File: src/rtl/ls_wb_reg.sv
// LSU -> WB pipeline register: a two-entry skid buffer (main M, skid S).
// WB always sees M. EXU can look up forwarding data in both held entries.
module ls_wb_reg #(
    parameter logic [63:0] RST_PC = 64'h0
) (
    input  logic        clk,
    input  logic        rst_n,
    input  logic        ls_in_valid,
    output logic        ls_in_ready,
    input  logic [63:0] in_PC,
    input  logic [63:0] in_next_PC,
    input  logic [31:0] in_inst,
    input  logic        in_trap_valid,
    input  logic        in_mret_valid,
    input  logic        in_sret_valid,
    input  logic [63:0] in_trap_cause,
    input  logic [63:0] in_trap_tval,
    input  logic        in_csr_wen,
    input  logic        in_csr_ren,
    input  logic [11:0] in_csr_addr,
    input  logic [4:0]  in_rd,
    input  logic        in_dest_wen,
    input  logic [63:0] in_data,
    output logic        LS_WB_reg_ls_valid,
    output logic [63:0] LS_WB_reg_PC,
    output logic [63:0] LS_WB_reg_next_PC,
    output logic [31:0] LS_WB_reg_inst,
    output logic        LS_WB_reg_trap_valid,
    output logic        LS_WB_reg_mret_valid,
    output logic        LS_WB_reg_sret_valid,
    output logic [63:0] LS_WB_reg_trap_cause,
    output logic [63:0] LS_WB_reg_trap_tval,
    output logic        LS_WB_reg_csr_wen,
    output logic        LS_WB_reg_csr_ren,
    output logic [11:0] LS_WB_reg_csr_addr,
    output logic [4:0]  LS_WB_reg_rd,
    output logic        LS_WB_reg_dest_wen,
    output logic [63:0] LS_WB_reg_data,
    input  logic        WB_LS_ls_ready,
    input  logic        WB_LS_flush_flag,
    input  logic [4:0]  fwd_rs1,
    input  logic [4:0]  fwd_rs2,
    output logic        fwd_rs1_hit,
    output logic        fwd_rs2_hit,
    output logic [63:0] fwd_rs1_data,
    output logic [63:0] fwd_rs2_data,
    output logic        fwd_stall,
    output logic [1:0]  ls_occupancy
);

    typedef struct packed {
        logic [63:0] pc;
        logic [63:0] next_pc;
        logic [31:0] inst;
        logic        trap_valid;
        logic        mret_valid;
        logic        sret_valid;
        logic [63:0] trap_cause;
        logic [63:0] trap_tval;
        logic        csr_wen;
        logic        csr_ren;
        logic [11:0] csr_addr;
        logic [4:0]  rd;
        logic        dest_wen;
        logic [63:0] data;
    } entry_t;

    // The state value doubles as the occupancy count.
    typedef enum logic [1:0] {
        EMPTY = 2'd0,
        ONE   = 2'd1,
        FULL  = 2'd2
    } state_t;

    state_t state;
    entry_t m_q;
    entry_t s_q;
    entry_t in_e;
    logic   m_valid;
    logic   s_valid;
    logic   acc;
    logic   ret;
    logic   stall1;
    logic   stall2;

    assign in_e = {in_PC, in_next_PC, in_inst, in_trap_valid, in_mret_valid, in_sret_valid,
                   in_trap_cause, in_trap_tval, in_csr_wen, in_csr_ren, in_csr_addr,
                   in_rd, in_dest_wen, in_data};

    assign m_valid      = (state != EMPTY);
    assign s_valid      = (state == FULL);
    assign ls_in_ready  = !s_valid;
    assign ls_occupancy = state;
    assign acc          = ls_in_valid && ls_in_ready;
    assign ret          = m_valid && WB_LS_ls_ready;

    // A flush means WB is committing M; everything younger is discarded.
    always_ff @(posedge clk or negedge rst_n) begin
        if (!rst_n) begin
            state        <= EMPTY;
            m_q          <= '0;
            m_q.pc       <= RST_PC;
            m_q.next_pc  <= RST_PC;
            s_q          <= '0;
        end else if (WB_LS_flush_flag) begin
            state <= EMPTY;
        end else begin
            case (state)
                EMPTY: begin
                    if (acc) begin
                        m_q   <= in_e;
                        state <= ONE;
                    end
                end
                ONE: begin
                    if (acc && ret) begin
                        m_q <= in_e;
                    end else if (acc) begin
                        s_q   <= in_e;
                        state <= FULL;
                    end else if (ret) begin
                        state <= EMPTY;
                    end
                end
                FULL: begin
                    if (ret) begin
                        m_q   <= s_q;
                        state <= ONE;
                    end
                end
                default: state <= EMPTY;
            endcase
        end
    end

    assign LS_WB_reg_ls_valid   = m_valid;
    assign LS_WB_reg_PC         = m_q.pc;
    assign LS_WB_reg_next_PC    = m_q.next_pc;
    assign LS_WB_reg_inst       = m_q.inst;
    assign LS_WB_reg_trap_valid = m_q.trap_valid;
    assign LS_WB_reg_mret_valid = m_q.mret_valid;
    assign LS_WB_reg_sret_valid = m_q.sret_valid;
    assign LS_WB_reg_trap_cause = m_q.trap_cause;
    assign LS_WB_reg_trap_tval  = m_q.trap_tval;
    assign LS_WB_reg_csr_wen    = m_q.csr_wen;
    assign LS_WB_reg_csr_ren    = m_q.csr_ren;
    assign LS_WB_reg_csr_addr   = m_q.csr_addr;
    assign LS_WB_reg_rd         = m_q.rd;
    assign LS_WB_reg_dest_wen   = m_q.dest_wen;
    assign LS_WB_reg_data       = m_q.data;

    // Returns {stall, hit, data}. S is younger than M, so it wins.
    function automatic logic [65:0] lookup(input logic [4:0] rs,
                                           input entry_t m, input logic mv,
                                           input entry_t s, input logic sv);
        logic s_match;
        logic m_match;
        s_match = sv && s.dest_wen && !s.trap_valid && (s.rd == rs) && (rs != 5'd0);
        m_match = mv && m.dest_wen && !m.trap_valid && (m.rd == rs) && (rs != 5'd0);
        lookup  = '0;
        if (s_match) begin
            lookup = s.csr_ren ? {2'b10, 64'h0} : {2'b01, s.data};
        end else if (m_match) begin
            lookup = m.csr_ren ? {2'b10, 64'h0} : {2'b01, m.data};
        end
    endfunction

    assign {stall1, fwd_rs1_hit, fwd_rs1_data} = lookup(fwd_rs1, m_q, m_valid, s_q, s_valid);
    assign {stall2, fwd_rs2_hit, fwd_rs2_data} = lookup(fwd_rs2, m_q, m_valid, s_q, s_valid);
    assign fwd_stall = stall1 || stall2;

endmodule

File: config.mk
export PLATFORM = sky130hd
export DESIGN_NAME = ls_wb_reg
export DESIGN_NICKNAME = d
export VERILOG_FILES = /design/src/rtl/ls_wb_reg.sv
export SDC_FILE = /design/constraint.sdc
export NUM_CORES = 1
export LEC_CHECK = 0
export CAP_MARGIN = 20
export CORE_AREA = 2 2 355 357
export CTS_CLUSTER_SIZE = 40
export DETAILED_ROUTE_END_ITERATION = 8
export DIE_AREA = 0 0 357 359
export SYNTH_ARGS = -nofsm -noshare
export SYNTH_HDL_FRONTEND = slang
export SYNTH_SLANG_ARGS = --single-unit
File: constraint.sdc
create_clock -name clk -period 3.2 [get_ports clk]
set_input_delay 0.48 -clock clk [delete_from_list [all_inputs] [get_ports clk]]
set_output_delay 0.48 -clock clk [all_outputs]
set_load 0.01 [all_outputs]
After elaboration in Yosys (flattened, before gate mapping)
Index checks and enable logic that the tools add are counted.
Widths: inputs -> output; s select.
{"block": "totals", "regBits": 752, "input_bits": 390, "output_inout_bits": 510}
{"block": "op_classes", "eq_ne": 13, "muxes": 17, "n_bitwise": 2, "n_reduce_logical": 27}
{"operator": "$mux 375", "n": 3}
{"operator": "$pmux 375 s3", "n": 1}
{"operator": "$mux 66", "n": 6}
{"operator": "$eq 5x5->1", "n": 4}
{"operator": "$logic_and 1x1->1", "n": 15}
{"operator": "$mux 2", "n": 6}
{"operator": "$reduce_bool 5->1", "n": 2}
{"operator": "$reduce_and 4->1", "n": 2}
{"operator": "$ne 3x3->1 const B", "n": 2}
{"operator": "$pmux 2 s3", "n": 1}
{"operator": "$reduce_and 5->1", "n": 1}
{"operator": "$ne 2x2->1 const B", "n": 2}
{"operator": "$ne 4x4->1 const B", "n": 1}
{"operator": "$logic_not 1->1", "n": 3}
{"operator": "$ne 3x2->1 const B", "n": 1}
{"operator": "$reduce_bool 3->1", "n": 1}
{"operator": "$eq 2x1->1 const B", "n": 1}
{"operator": "$eq 2x2->1 const B", "n": 1}
{"operator": "$logic_not 2->1", "n": 1}
{"operator": "$ne 2x1->1 const B", "n": 1}
{"operator": "$not 1->1", "n": 2}
{"operator": "$reduce_bool 2->1", "n": 1}
{"operator": "$logic_or 1x1->1", "n": 1}

Longest topological paths before layout
{"block": "logic_depth", "depth_word": 8, "mapped_depth": 8, "ltp_nobuf": 5}

Worst setup path after synthesis
OpenSTA, ideal clock, no wires.
{"block": "synth_path", "path_type": "input -> output", "startpoint": "input fwd_rs1[1]", "endpoint": "output fwd_rs1_data[5]", "t_arrival_ps": 1953, "required_ps": 2720, "slack_ps": 767, "stages": 7, "path_buffers": 2, "path_cell_list": "or4_1 nor2_1 nand4b_1 buf_2 buf_2 nand3_1 o21ai_0"}
{"block": "synth_between", "elab_chain_cells": 5}
{"element": "start: declaration", "line": "41", "source": "input logic [4:0] fwd_rs1,"}
{"element": "$eq 5x5->1", "line": "159", "source": "m_match = mv && m.dest_wen && !m.trap_valid && (m.rd == rs) && (rs != 5'd0);"}
{"element": "$logic_and 1x1->1 (2 in a row)", "line": "159"}
{"element": "$mux 66", "line": "163", "source": "end else if (m_match) begin"}
{"element": "$mux 66 (*)", "line": "161", "source": "if (s_match) begin"}
{"element": "end: declaration", "line": "45", "source": "output logic [63:0] fwd_rs1_data,"}
Mark *: on every way between the ends. The rest lies on a longest branch, timed or not.

Final worst setup path
{"block": "layout_path", "startpoint": "register state[0] (netlist: ls_occupancy[0])", "endpoint": "output fwd_rs2_data[42]"}
{"block": "layout_between", "elab_chain_cells": 7}
{"element": "start: declaration", "line": "75", "source": "state_t state;"}
{"element": "start signal: assignment", "line": "100", "source": "state <= EMPTY;"}
{"element": "start signal: assignment", "line": "106", "source": "state <= EMPTY;"}
{"element": "start signal: assignment", "line": "112", "source": "state <= ONE;"}
{"element": "$reduce_bool 2->1", "line": "90", "source": "assign m_valid = (state != EMPTY);"}
{"element": "$logic_and 1x1->1 (4 in a row)", "line": "159"}
{"element": "$mux 66", "line": "163"}
{"element": "$mux 66 (*)", "line": "161"}
{"element": "end: declaration", "line": "46", "source": "output logic [63:0] fwd_rs2_data,"}
Marked as above.

==> qor.txt <==
port bufs = 899
Worst setup startpoint = ls_occupancy[0]
number of placement rows = 130
GR Overflow Total = 0
drt pass-1 iters = 6
I/O Pins = 900
sequential area share after synthesis = 0.572
Cell variety after synth = 36
Switch Pwr = 8700 µW
min-delay worst type = in2reg
highest net fanout along the worst path = 7
initial antenna violation count = 39
nature of the critical path endpoint = primary output
pre-CTS setup slack = -285 ps
Chip Width = 357 µm
synthesis warning total = 0
count of state elements after synthesis = 752
proportion of register bits with asynchronous set or reset after synthesis = 1.00
Slew Viols, Final = 0
Filler Cell Count = 12200
kind of launch point of the worst setup path = flop
Area growth syn-to-layout = 47.8%
cell internal power dissipation = 21500 µW
headroom to the max-slew limit = 0.372
Post-route DRC = 0
net total in the final layout = 4607
shortest period the worst path allows = 3470 ps
Post-Syn Nets = 3657
Mean Syn Cell Area = 10.1 µm²
Non-Filler Cell Area, Final = 0.0486 mm²
TritonCTS clock tree = yes
starting density of the core = 0.264
via count of the first global-routing pass = 27400
gp weighted congestion = 0.876
Crit path required time = 2720 ps
insertion delay of the later-clocked pin in the worst-skew pair = 660 ps
final hold violation count = 0
Top FF cell, synth = sky130_fd_sc_hd__dfrtp_1
global-route wire length before repair = 177000 µm
number of buffers created by CTS = 86
number of DRC violations after detailed-routing iteration 0 = 1792
Lkg Pwr = 0.0203 µW
clock-pin slew reported for the worst setup and hold paths after clock tree synthesis = 60 ps
RR Startpoint = ls_occupancy[1]
total clock sinks = 752
least setup slack across all paths after layout = -267 ps
netlist area before placement = 0.0329 mm²
Worst VDD drop = 0.495 mV
maximum clock skew at final layout = 23.0 ps
pin count of the biggest net entering global routing = 128
total power per unit cell area = 620 mW/mm²
total routed wirelength = 122000 µm
clock root cell = sky130_fd_sc_hd__clkbuf_16
top library cells by usage in the layout, fill and taps aside = sky130_fd_sc_hd__clkdlybuf4s50_1 (767), sky130_fd_sc_hd__nand2_1 (756), sky130_fd_sc_hd__dfrtp_1 (749), sky130_fd_sc_hd__nor2_1 (378), sky130_fd_sc_hd__a31oi_1 (375)
global router's overall resource usage = 0.179
biggest area contributors in the synthesized netlist = sky130_fd_sc_hd__dfrtp_1 (57%), sky130_fd_sc_hd__mux2_2 (11%), sky130_fd_sc_hd__nand2_1 (8.6%), sky130_fd_sc_hd__a31oi_1 (7.1%), sky130_fd_sc_hd__nor2_1 (4.3%)
post-detailed-route count of antenna-violating nets = 0
Reg power frac = 0.440
area of the placeable core = 0.125 mm²
worst hold slack after final layout = 405 ps
commonest non-fill, non-tap cell in the layout = sky130_fd_sc_hd__clkdlybuf4s50_1
fraction of final layout cells with drive strength greater than 1 = 0.218
fraction of power consumed by combinational cells = 0.219
Worst Min Path Start = in_trap_cause[52]
Worst Path Class, Setup = reg2out
CTS H-tree lvls = 3
Tcrit/Tclk final = 1.08
failing checks = negative setup slack
post-placement cell area = 0.0446 mm²
average wire per standard cell = 20.5 µm
Setup-failing EPs final = 118
# Max-Cap Violations = 0
worst slew pin tran = 942 ps
maximum clock insertion buffer count = 3
vias per std cell = 4.74
Gate Count Post-Synth = 3267
worst endpoint data arrival time = 2990 ps
share of the synthesized area in the top cell type = 0.572
net switching share of the total power = 0.288
count of flip-flops with a built-in enable after synthesis = 0
unrepaired setup endpoints after global routing = true
vertical die dimension = 359 µm
run status = finished, violations left
Clock power frac = 0.341
Synth area leader = sky130_fd_sc_hd__dfrtp_1
detailed placer's ending HPWL = 83700 µm
die outline area = 0.128 mm²
max frequency = 288 MHz
routed via count = 28200
==> worst max-delay path, stage by stage, from the launching register on <==
cell                        delay [ps]
sky130_fd_sc_hd__dfrtp_1           380
sky130_fd_sc_hd__nor2_2             70
sky130_fd_sc_hd__or4b_4            570
sky130_fd_sc_hd__nor4_4            330
sky130_fd_sc_hd__buf_4             180
sky130_fd_sc_hd__buf_12            140
sky130_fd_sc_hd__buf_12            140
sky130_fd_sc_hd__clkbuf_16         150
sky130_fd_sc_hd__nand3_2            60
sky130_fd_sc_hd__o21ai_1           120
sky130_fd_sc_hd__buf_2             180
==> area by class of cell <==
type / instances / area, µm² / area share
repair inverters: 1 / 8.76 / 0.000180
well taps: 1650 / 2060 / 0.0425
multi-input cells: 2256 / 13500 / 0.277
clock buffers: 122 / 2550 / 0.0524
diodes: 15 / 37.5 / 0.000772
flip-flops and latches: 752 / 18800 / 0.387
repair buffers: 1118 / 11200 / 0.230
clock inverters: 31 / 423 / 0.00870
inverters: 2 / 20.0 / 0.000412
==> per-stage QoR <==
step	util	instances	TNS (ps)	power, µW
after floorplan	-	3267	0	16000
after global placement	0.358	5699	-22310	19800
after detailed placement	0.358	5699	-24330	20000
after CTS	0.383	5872	-26060	30400
after global routing	0.390	5946	-31070	31600
final	0.390	5947	-15520	30200
==> repair_timing <==
action,CTS,global route
gates cloned,7,15
hold endpoints to repair,54,0
resized for setup,331,353
buffers inserted,12,51
hold buffers,1,0
setup endpoints to repair,131,132
pin swaps,3,21
==> flip-flops by register name (all words and copies together), names as in the netlist <==
name,count
LS_WB_reg_mret_valid,1
LS_WB_reg_csr_addr,12
LS_WB_reg_dest_wen,1
LS_WB_reg_trap_valid,1
LS_WB_reg_csr_ren,1
LS_WB_reg_PC,64
LS_WB_reg_trap_tval,64
LS_WB_reg_sret_valid,1
LS_WB_reg_inst,32
LS_WB_reg_csr_wen,1
LS_WB_reg_trap_cause,64
ls_occupancy,2
LS_WB_reg_next_PC,64
LS_WB_reg_rd,5
s_q,375
LS_WB_reg_data,64
==> power groups by stage <==
stage               clock network (µW)  logic, µW  registers (µW)
finish                           10300       6610           13300
global route                     10900       7180           13500
CTS                              10600       6630           13200
detailed placement                   0       6610           13400
global placement                     0       6520           13300
floorplan                            0       2670           13300
==> worst paths after layout <==
check,end,depth (start not counted),slack [ps]
setup / recovery,fwd_rs2_data[42],10,-270
hold / removal,LS_WB_reg_trap_cause[52],3,410
setup reg to reg,s_q[123],9,530
hold reg to reg,s_q[314],1,490
max in group asynchronous,s_q[352],4,1770
min in group asynchronous,LS_WB_reg_data[35],2,420
==> logic make-up after synthesis <==
group	Yosys count	synth area share
compound gates	512	0.0926
xor+xnor	20	0.00533
buf+inv	259	0.0349
flops	752	0.572
mux	375	0.128
simple gates	1349	0.166
==> layer usage <==
metal  wire [µm]  vias to the layer above  part of all wire  global-route usage
met5         102                        -           0.00084                   0
met4        3620                       16             0.030              0.0600
met3        9520                      212             0.078              0.0538
met2       59000                      928              0.48               0.298
met1       49900                    14000              0.41               0.220
li1            -                    13100                 -                   -
==> synthesized netlist by cell type, types with 3 or more instances <==
cell type / count
sky130_fd_sc_hd__dfrtp_1: 752
sky130_fd_sc_hd__mux2_2: 324
sky130_fd_sc_hd__nor2_1: 379
sky130_fd_sc_hd__nand2_1: 756
sky130_fd_sc_hd__buf_2: 74
sky130_fd_sc_hd__buf_6: 10
sky130_fd_sc_hd__nand3_1: 130
sky130_fd_sc_hd__a31oi_1: 375
sky130_fd_sc_hd__buf_1: 5
sky130_fd_sc_hd__o21ai_1: 108
sky130_fd_sc_hd__nor3_1: 3
sky130_fd_sc_hd__clkbuf_1: 166
sky130_fd_sc_hd__a21oi_1: 4
sky130_fd_sc_hd__or4_1: 3
sky130_fd_sc_hd__o21ai_0: 22
sky130_fd_sc_hd__nand2b_1: 65
sky130_fd_sc_hd__xnor2_1: 14
sky130_fd_sc_hd__xor2_1: 6
sky130_fd_sc_hd__mux2_1: 51
(Power assumes the default switching activity.)
